### src/rtl/dio_mem_sequencer.sv
// Bridges SPI data-interface toggle strobes onto one 16-bit memory port: buffered writes plus read prefetch.
// Writes reach memory after >=2 cycles plus memory latency; a full FIFO drops the write and sets overflow.

module dio_mem_fifo #(
  parameter int W    = 39,
  parameter int LOG2 = 2
) (
  input  logic         clk,
  input  logic         reset_n,
  input  logic         push_vld,
  input  logic [W-1:0] push_dat,
  output logic         full,
  output logic         pop_vld,
  output logic [W-1:0] pop_dat,
  input  logic         pop_rdy
);
  localparam int DEPTH = 1 << LOG2;

  logic [W-1:0]  store [DEPTH];
  logic [LOG2:0] wp;
  logic [LOG2:0] rp;

  // Extra pointer bit distinguishes full from empty when the indices match.
  assign full    = (wp[LOG2] != rp[LOG2]) && (wp[LOG2-1:0] == rp[LOG2-1:0]);
  assign pop_vld = (wp != rp);
  assign pop_dat = store[rp[LOG2-1:0]];

  always_ff @(posedge clk or negedge reset_n) begin
    if (!reset_n) begin
      wp <= '0;
      rp <= '0;
    end else begin
      if (push_vld && !full) wp <= wp + 1'b1;
      if (pop_rdy && pop_vld) rp <= rp + 1'b1;
    end
  end

  always_ff @(posedge clk) begin
    if (push_vld && !full) store[wp[LOG2-1:0]] <= push_dat;
  end
endmodule

module dio_mem_sequencer #(
  parameter int FIFO_LOG2 = 2,
  parameter int AW        = 23
) (
  input  logic          clk,
  input  logic          reset_n,
  input  logic          wr_strobe_mist,
  input  logic          wr_strobe_uio,
  input  logic [15:0]   wr_data,
  input  logic [AW-1:0] wr_addr,
  input  logic          addr_strobe,
  input  logic [31:0]   addr_reg,
  input  logic          rd_strobe,
  output logic [15:0]   rd_data,
  output logic          mem_req,
  output logic          mem_we,
  output logic [AW-1:0] mem_addr,
  output logic [15:0]   mem_din,
  input  logic [15:0]   mem_dout,
  input  logic          mem_ack,
  output logic          busy,
  output logic          overflow,
  output logic          underrun
);
  typedef enum logic [1:0] {IDLE, WR, RD} state_t;

  state_t        state;
  logic          armed;
  logic [3:0]    strb_cur;
  logic [3:0]    strb_prev;
  logic [3:0]    strb_ev;
  logic          ev_mist, ev_uio, ev_rd, ev_addr;
  logic [AW-1:0] ptr;
  logic [AW-1:0] ptr_nxt;
  logic          dir;
  logic          fetch_pend;
  logic          fetch_init;
  logic          drop;
  logic          rd_late;

  logic             fifo_push;
  logic [AW+15:0]   fifo_push_dat;
  logic             fifo_full;
  logic             fifo_vld;
  logic [AW+15:0]   fifo_head;
  logic             fifo_pop;

  // Sector count in addr_reg[31:24] is carried by the interface but not needed here.
  logic unused_sector;
  assign unused_sector = ^addr_reg[31:24];

  assign strb_cur = {addr_strobe, rd_strobe, wr_strobe_uio, wr_strobe_mist};
  assign strb_ev  = armed ? (strb_cur ^ strb_prev) : 4'b0000;
  assign ev_mist  = strb_ev[0];
  assign ev_uio   = strb_ev[1];
  assign ev_rd    = strb_ev[2];
  assign ev_addr  = strb_ev[3];

  // UIO wins a same-cycle collision; the MIST word is lost and flagged.
  assign fifo_push     = (ev_uio || ev_mist) && !fifo_full;
  assign fifo_push_dat = ev_uio ? {wr_addr, wr_data} : {ptr, wr_data};
  assign drop          = (ev_uio && ev_mist) || ((ev_uio || ev_mist) && fifo_full);
  assign rd_late       = ev_rd && dir && (fetch_pend || (state == RD));
  assign fifo_pop      = (state == WR) && mem_ack;

  always_comb begin
    ptr_nxt = ptr;
    if (ev_addr) ptr_nxt = AW'(addr_reg[22:0]);
    else         ptr_nxt = ptr + AW'(ev_mist) + AW'(ev_rd && dir);
  end

  assign busy = fifo_vld || fetch_pend || (state != IDLE);

  dio_mem_fifo #(
    .W    (AW + 16),
    .LOG2 (FIFO_LOG2)
  ) u_wr_fifo (
    .clk      (clk),
    .reset_n  (reset_n),
    .push_vld (fifo_push),
    .push_dat (fifo_push_dat),
    .full     (fifo_full),
    .pop_vld  (fifo_vld),
    .pop_dat  (fifo_head),
    .pop_rdy  (fifo_pop)
  );

  always_ff @(posedge clk or negedge reset_n) begin
    if (!reset_n) begin
      armed      <= 1'b0;
      strb_prev  <= '0;
      ptr        <= '0;
      dir        <= 1'b0;
      fetch_pend <= 1'b0;
      fetch_init <= 1'b0;
      overflow   <= 1'b0;
      underrun   <= 1'b0;
      state      <= IDLE;
      mem_req    <= 1'b0;
      mem_we     <= 1'b0;
      mem_addr   <= '0;
      mem_din    <= '0;
      rd_data    <= '0;
    end else begin
      armed     <= 1'b1;
      strb_prev <= strb_cur;
      ptr       <= ptr_nxt;
      overflow  <= (overflow && !ev_addr) || drop;
      underrun  <= (underrun && !ev_addr) || rd_late;
      if (ev_addr) dir <= addr_reg[23];

      case (state)
        IDLE: begin
          // The first fetch after an address command waits for queued writes to drain.
          if (fetch_pend && (!fifo_vld || !fetch_init)) begin
            state      <= RD;
            mem_req    <= 1'b1;
            mem_we     <= 1'b0;
            mem_addr   <= ptr;
            fetch_init <= 1'b0;
          end else if (fifo_vld) begin
            state    <= WR;
            mem_req  <= 1'b1;
            mem_we   <= 1'b1;
            mem_addr <= fifo_head[AW+15:16];
            mem_din  <= fifo_head[15:0];
          end
        end
        WR: begin
          if (mem_ack) begin
            state   <= IDLE;
            mem_req <= 1'b0;
            mem_we  <= 1'b0;
          end
        end
        RD: begin
          if (mem_ack) begin
            state   <= IDLE;
            mem_req <= 1'b0;
            rd_data <= mem_dout;
            // A pointer move during the fetch leaves the prefetch pending for the new word.
            if (ptr == mem_addr) fetch_pend <= 1'b0;
          end
        end
        default: state <= IDLE;
      endcase

      if (ev_addr) begin
        fetch_pend <= addr_reg[23];
        fetch_init <= addr_reg[23];
      end else if (ev_rd && dir) begin
        fetch_pend <= 1'b1;
      end
    end
  end
endmodule

### config.mk
export PLATFORM = sky130hd
export DESIGN_NAME = dio_mem_sequencer
export DESIGN_NICKNAME = d
export VERILOG_FILES = /design/src/rtl/dio_mem_sequencer.sv
export SDC_FILE = /design/constraint.sdc
export NUM_CORES = 1
export LEC_CHECK = 0
export ABC_AREA = 1
export BUFFER_PORTS_ARGS = -buffer_cell sky130_fd_sc_hd__buf_2
export CAP_MARGIN = 20
export CORE_MARGIN = 4
export CORE_UTILIZATION = 25
export DETAILED_ROUTE_END_ITERATION = 12
export PLACE_DENSITY = 0.52
export SLEW_MARGIN = 20
export SYNTH_ARGS = -nofsm -noshare
export SYNTH_HDL_FRONTEND = slang
export SYNTH_SLANG_ARGS = --single-unit
export TNS_END_PERCENT = 10
### constraint.sdc
create_clock -name clk -period 3.2 [get_ports clk]
set_input_delay 0.64 -clock clk [delete_from_list [all_inputs] [get_ports clk]]
set_output_delay 0.64 -clock clk [all_outputs]
set_load 0.1 [all_outputs]
# Yosys cells after proc, flatten, opt, wreduce, memory -nomap -nowiden
# Memory sizes are Yosys's and may differ from the RTL's.
# Cells that the tools add are included.
# totals
reg_bits,98
latch_bits,0
mem_bits_rw,156
romBits,0
out_inout_bits,60
mem_count,1
# memory_table
memory,depth,width,read_ports,rd_ports_with_merged_regs,wr,line_no,source
u_wr_fifo.store,4,39,1,0,1,19,logic [W-1:0] store [DEPTH];
# classes
addsub,4
mul,0
div_mod_pow,0
magnitude_cmp,0
n_eq_ne,9
shifts,0
muxes,25
bitwise,2
reduce_logical,43
# op_table
operator,count
$mux W23,3
$add A23 B1 Y23,2
$mux W39,1
$eq A23 B23 Y1,1
$mux W1,14
$logic_and A1 B1 Y1,12
$reduce_and A3 Y1,4
$reduce_bool A2 Y1,6
$reduce_bool A3 Y1,3
$logic_or A1 B1 Y1,8
$reduce_and A2 Y1,4
$add A3 B1 Y3 const B,2
$mux W2,3
$logic_not A1 Y1,4
$mux W4,1
$pmux W1 S2,2
$pmux W2 S2,1
$xor A4 B4 Y4,1
$ne A3 B3 Y1,1
$ne A3 B3 Y1 const B,1
$eq A2 B1 Y1 const B,1
$eq A2 B2 Y1,1
$eq A2 B2 Y1 const B,1
$logic_not A2 Y1,1
other kinds (5),5

# Longest topological paths before layout
# depth
ltp_word,7
depth_mapped,15
mapped_depth_nobuf,15

# Hierarchy
# From an unflattened synthesis, not the netlist that was laid out.
# hier_totals
cells_unflattened,1089
area_unflattened_um2,11222.0
# modules_own_cells
mod,n_inst,cells_per_inst,area_each_um2,seq_area_each_um2
dio_mem_fifo,1,439,6228.5,4834.6
dio_mem_sequencer,1,650,4993.5,2302.2

# Worst setup path after synthesis
# Ideal clock, no wire load.
# synth_timing
kind,input -> register
startpoint,in wr_strobe_mist
endpoint,mem u_wr_fifo.store[3][0] (enable)
setup_time_ns,0.438
arrival_ns,2.796
required_time_ns,2.762
path_slack_ns,-0.034
cell_stages,5
cell_sequence,xor2_1 nand2_1 nand2_1 nand2_1 nor2_1
# synth_between
elab_chain_cells,7
# synth_lines
element,line_no,source
from (decl),49,"input logic wr_strobe_mist,"
$xor A4 B4 Y4,95,assign strb_ev = armed ? (strb_cur ^ strb_prev) : 4'b0000;
$mux W4,95,
$logic_or A1 B1 Y1,102,assign fifo_push = (ev_uio || ev_mist) && !fifo_full;
$logic_and A1 B1 Y1,102,
$logic_and A1 B1 Y1,39,if (push_vld && !full) store[wp[LOG2-1:0]] <= push_dat;
$mux W1,39,
$mux W1 (not written as such),39,
to (decl),19,
# Every way passes these cells.

# Final worst setup path
# layout_timing
startpoint,reg u_wr_fifo.wp[2]
endpoint,out busy
# layout_between
elab_chain_cells,3
# layout_lines
element,line_no,source
from (decl),20,logic [LOG2:0] wp;
from (signal assigned),33,if (push_vld && !full) wp <= wp + 1'b1;
$ne A3 B3 Y1,25,assign pop_vld = (wp != rp);
$logic_or A1 B1 Y1 (2 in a row),114,assign busy = fifo_vld || fetch_pend || (state != IDLE);
to (decl),63,"output logic busy,"
# Every way passes these cells.

==> summary.md <==
| Metric | Value |
|---|---|
| Status | `finished clean` |
| Cell at the root of the clock tree | `sky130_fd_sc_hd__clkbuf_16` |
| Startpoint of the lowest-slack register-to-register path | `armed` |
| Detailed Routing Iterations Pass 1 | `6` |
| Maximum number of pins on one net before global-route repair | `80` |
| Starting Density | `25.4%` |
| Synthesized Nets | `1258` |
| Crit share post-route | `85.2%` |
| Fin crit period | `2730 ps` |
| Fraction of layout instances using a drive strength above 1 | `17.6%` |
| Overall global routing resource usage | `13.1%` |
| # setup viols final | `0` |
| Instance area at placement | `12800 um^2` |
| DRT Wirelength | `32.7 mm` |
| Final hold violations | `0` |
| Pleak | `0.00587 uW` |
| Count of cells resized by post-cts repair | `0` |
| IR Drop Worst-Case VDD | `0.000679 V` |
| Setup TNS | `0 ps` |
| Most frequent standard cell in the layout excluding fill and tap cells | `sky130_fd_sc_hd__nand2_1` |
| Setup clock skew after layout | `32.2 ps` |
| Setup Buffers After CTS | `0` |
| Number of distinct standard cells referenced by the synthesized netlist | `36` |
| Number of buffers created by CTS | `29` |
| ANT nets after route | `0` |
| Dpl cells | `1864` |
| Kind of start point of the critical path | `flop` |
| Wire length of the first global-routing pass | `49.1 mm` |
| Row Count | `77` |
| DRC viols | `0` |
| Half-perimeter wire length of the detailed placement result | `22.6 mm` |
| Worst hold slack across all endpoints | `72.5 ps` |
| Core Region | `44400 um^2` |
| Overall die height | `220 um` |
| Chip Width | `220 um` |
| Non-filler instance count after layout | `1920` |
| Reg2Reg Depth | `15` |
| H-tree lvl count | `1` |
| Sequential-to-total area share from yosys stat | `63.3%` |
| Drt wl/cell | `17.0 um` |
| Worst Max-Slew Pin Slew | `899 ps` |
| Flip-flop and latch count after synthesis | `254` |
| Maximum buffer depth of the clock tree | `3` |
| Vias in the first global route | `8202` |
| Worst setup path class | `flop to output pin` |
| Synthesized instance count | `1153` |
| RSZ-0062 raised after global routing | `no` |
| Maximum Capacitance Violations | `0` |
| Die area | `48500 um^2` |
| Vias post-DR | `8545` |
| Utilization after layout | `31.1%` |
| Vias/cell | `4.45` |
| Number of warnings issued by yosys | `0` |
| Synthesized cell area | `11300 um^2` |
| Type of the tightest min-delay check | `input port to async pin` |
| GRT Residual Overflow | `0` |
| Port bufs | `145` |
| CTS tree | `yes` |
| Maximum fanout encountered on the critical timing path | `5` |
| Number of violations reported at the end of detailed-routing iteration 0 | `655` |
| Crit end category | `output pin` |
| Arrival @ worst endpoint | `2090 ps` |
| Critical Path RT | `2560 ps` |
| Clock transition time at the flip-flop clock pins of the worst setup and hold paths | `60 ps` |
| Area Overhead vs Synth | `22.5%` |
| Power per Cell Area | `1150 nW/um^2` |
| Antenna violations before repair | `1` |
| Post-CTS Hold Fix Bufs | `0` |
| Fin area | `13800 um^2` |
| Mean Syn Cell Area | `9.77 um^2` |
| Top Ports | `154` |
| Slew Limit Headroom | `40.1%` |
| RD Place Congestion | `0.886` |
| CTS Sinks | `254` |
| Commonest non-fill, non-tap cells in the layout | `sky130_fd_sc_hd__nand2_1, sky130_fd_sc_hd__edfxtp_1, sky130_fd_sc_hd__buf_2` |
| Count of pins over their slew limit | `0` |
| Flop-to-flop setup slack | `690 ps` |
| Upper clock frequency limit | `367 MHz` |
| Filler instances | `4608` |
| R2r endpoint | `ptr[22]` |
| Worst-Skew Late Latency | `580 ps` |
| Nets@finish | `1408` |
[synth_stat cells]
cell type                    n  area [um^2]
sky130_fd_sc_hd__xnor2_1     3         26.3
sky130_fd_sc_hd__clkbuf_2    1         5.00
sky130_fd_sc_hd__o22ai_1    16          100
sky130_fd_sc_hd__clkinv_1    3         11.3
sky130_fd_sc_hd__buf_6       3         33.8
sky130_fd_sc_hd__nand4_1     4         25.0
sky130_fd_sc_hd__inv_1      90          338
sky130_fd_sc_hd__xnor2_2     1         16.3
sky130_fd_sc_hd__nand2_1   342         1280
sky130_fd_sc_hd__o21ai_1    16         80.1
sky130_fd_sc_hd__nor2_4      2         22.5
sky130_fd_sc_hd__or2_2       1         6.26
sky130_fd_sc_hd__buf_2      12         60.1
sky130_fd_sc_hd__xnor2_4     1         27.5
sky130_fd_sc_hd__edfxtp_1  156         4680
sky130_fd_sc_hd__a21oi_1    50          250
sky130_fd_sc_hd__dfrtp_1    98         2450
sky130_fd_sc_hd__nand3_1    64          320
sky130_fd_sc_hd__a22o_1      1         8.76
sky130_fd_sc_hd__fa_1        1         20.0
sky130_fd_sc_hd__nor3_1     11         55.1
sky130_fd_sc_hd__a31oi_1     5         31.3
sky130_fd_sc_hd__clkbuf_1   30          113
sky130_fd_sc_hd__buf_4       4         30.0
sky130_fd_sc_hd__and3_1      1         6.26
sky130_fd_sc_hd__o211ai_1    2         15.0
sky130_fd_sc_hd__nand2_4     2         22.5
sky130_fd_sc_hd__nand3_4     2         35.0
sky130_fd_sc_hd__conb_1      1         3.75
sky130_fd_sc_hd__nor3b_1     1         7.51
sky130_fd_sc_hd__o21ai_0   128          641
sky130_fd_sc_hd__nor2_1     76          285
sky130_fd_sc_hd__xor2_1     12          105
sky130_fd_sc_hd__nand3b_1    1         7.51
sky130_fd_sc_hd__nor2_2      2         12.5
sky130_fd_sc_hd__ha_1       10          125
[worst max-delay path, cell delays in order, from the launching register on]
cell,delay [ps]
sky130_fd_sc_hd__dfrtp_1,400
sky130_fd_sc_hd__xnor2_1,300
sky130_fd_sc_hd__nand3_4,170
sky130_fd_sc_hd__nor2_4,230
sky130_fd_sc_hd__nand2_1,190
sky130_fd_sc_hd__buf_12,210
[sequential cells by signal, summed over array words and instances (netlist names)]
register         cells
armed                1
dir                  1
fetch_init           1
fetch_pend           1
mem_addr            23
mem_din             16
mem_req              1
mem_we               1
overflow             1
ptr                 23
rd_data             16
state                2
strb_prev            4
u_wr_fifo.rp         3
u_wr_fifo.store    156
u_wr_fifo.wp         3
underrun             1
[routing by layer]
| metal | vias to the layer above | track usage (%) | part of all wire, % |
|---|---|---|---|
| li1 | 4162 | - | - |
| met1 | 4074 | 18.6 | 46 |
| met2 | 254 | 20.5 | 45 |
| met3 | 55 | 2.22 | 5.5 |
| met4 | 0 | 4.21 | 3.4 |
| met5 | - | 0 | 0 |
[how the worst max path moves through the flow]
stage                            end       startpoint  slack (ps)  cells after the start
2_1_floorplan  u_wr_fifo.store[0][0]   wr_strobe_mist           8                      5
3_3_place_gp                 ptr[22]        rd_strobe         380                     16
3_5_place_dp                 ptr[22]        rd_strobe         380                     16
4_1_cts                         busy  u_wr_fifo.wp[2]         430                      5
5_1_grt                         busy  u_wr_fifo.wp[2]         350                      5
6_report                        busy  u_wr_fifo.wp[2]         470                      5
[where the power goes]
| part | internal, uW | switching (uW) | leakage (uW) |
|---|---|---|---|
| sequential | 4540 | 529 | 0.00262 |
| combinational | 1540 | 5750 | 0.00276 |
| clock | 2150 | 1380 | 0.000490 |
| total | 8220 | 7660 | 0.00587 |
[cell families after synthesis]
logic type | count (synthesis) | synth area share (%)
compound gates | 218 | 9.99
simple gates | 509 | 18.5
flops | 254 | 63.3
other cells | 1 | 0.0333
fa+ha+maj | 11 | 1.29
buf+inv | 143 | 5.24
xor+xnor | 17 | 1.55
[cell type report]
type	instances	area [um^2]	area share [%]
Antenna cell	2	5.00	0.0363
Clock buffer	37	786	5.69
Clock inverter	17	236	1.71
Inverter	93	349	2.53
Multi-Input combinational cell	756	3570	25.9
Sequential cell	254	7140	51.7
Tap cell	592	741	5.37
Timing Repair Buffer	169	973	7.05
[stage by stage]
stage	total power, uW	setup slack [ps]
final	15900	472
after global routing	16800	353
after CTS	16100	431
after detailed placement	12500	381
after global placement	12400	375
after floorplan	10600	7.68
Note: power is estimated with default switching activity, not from simulation.
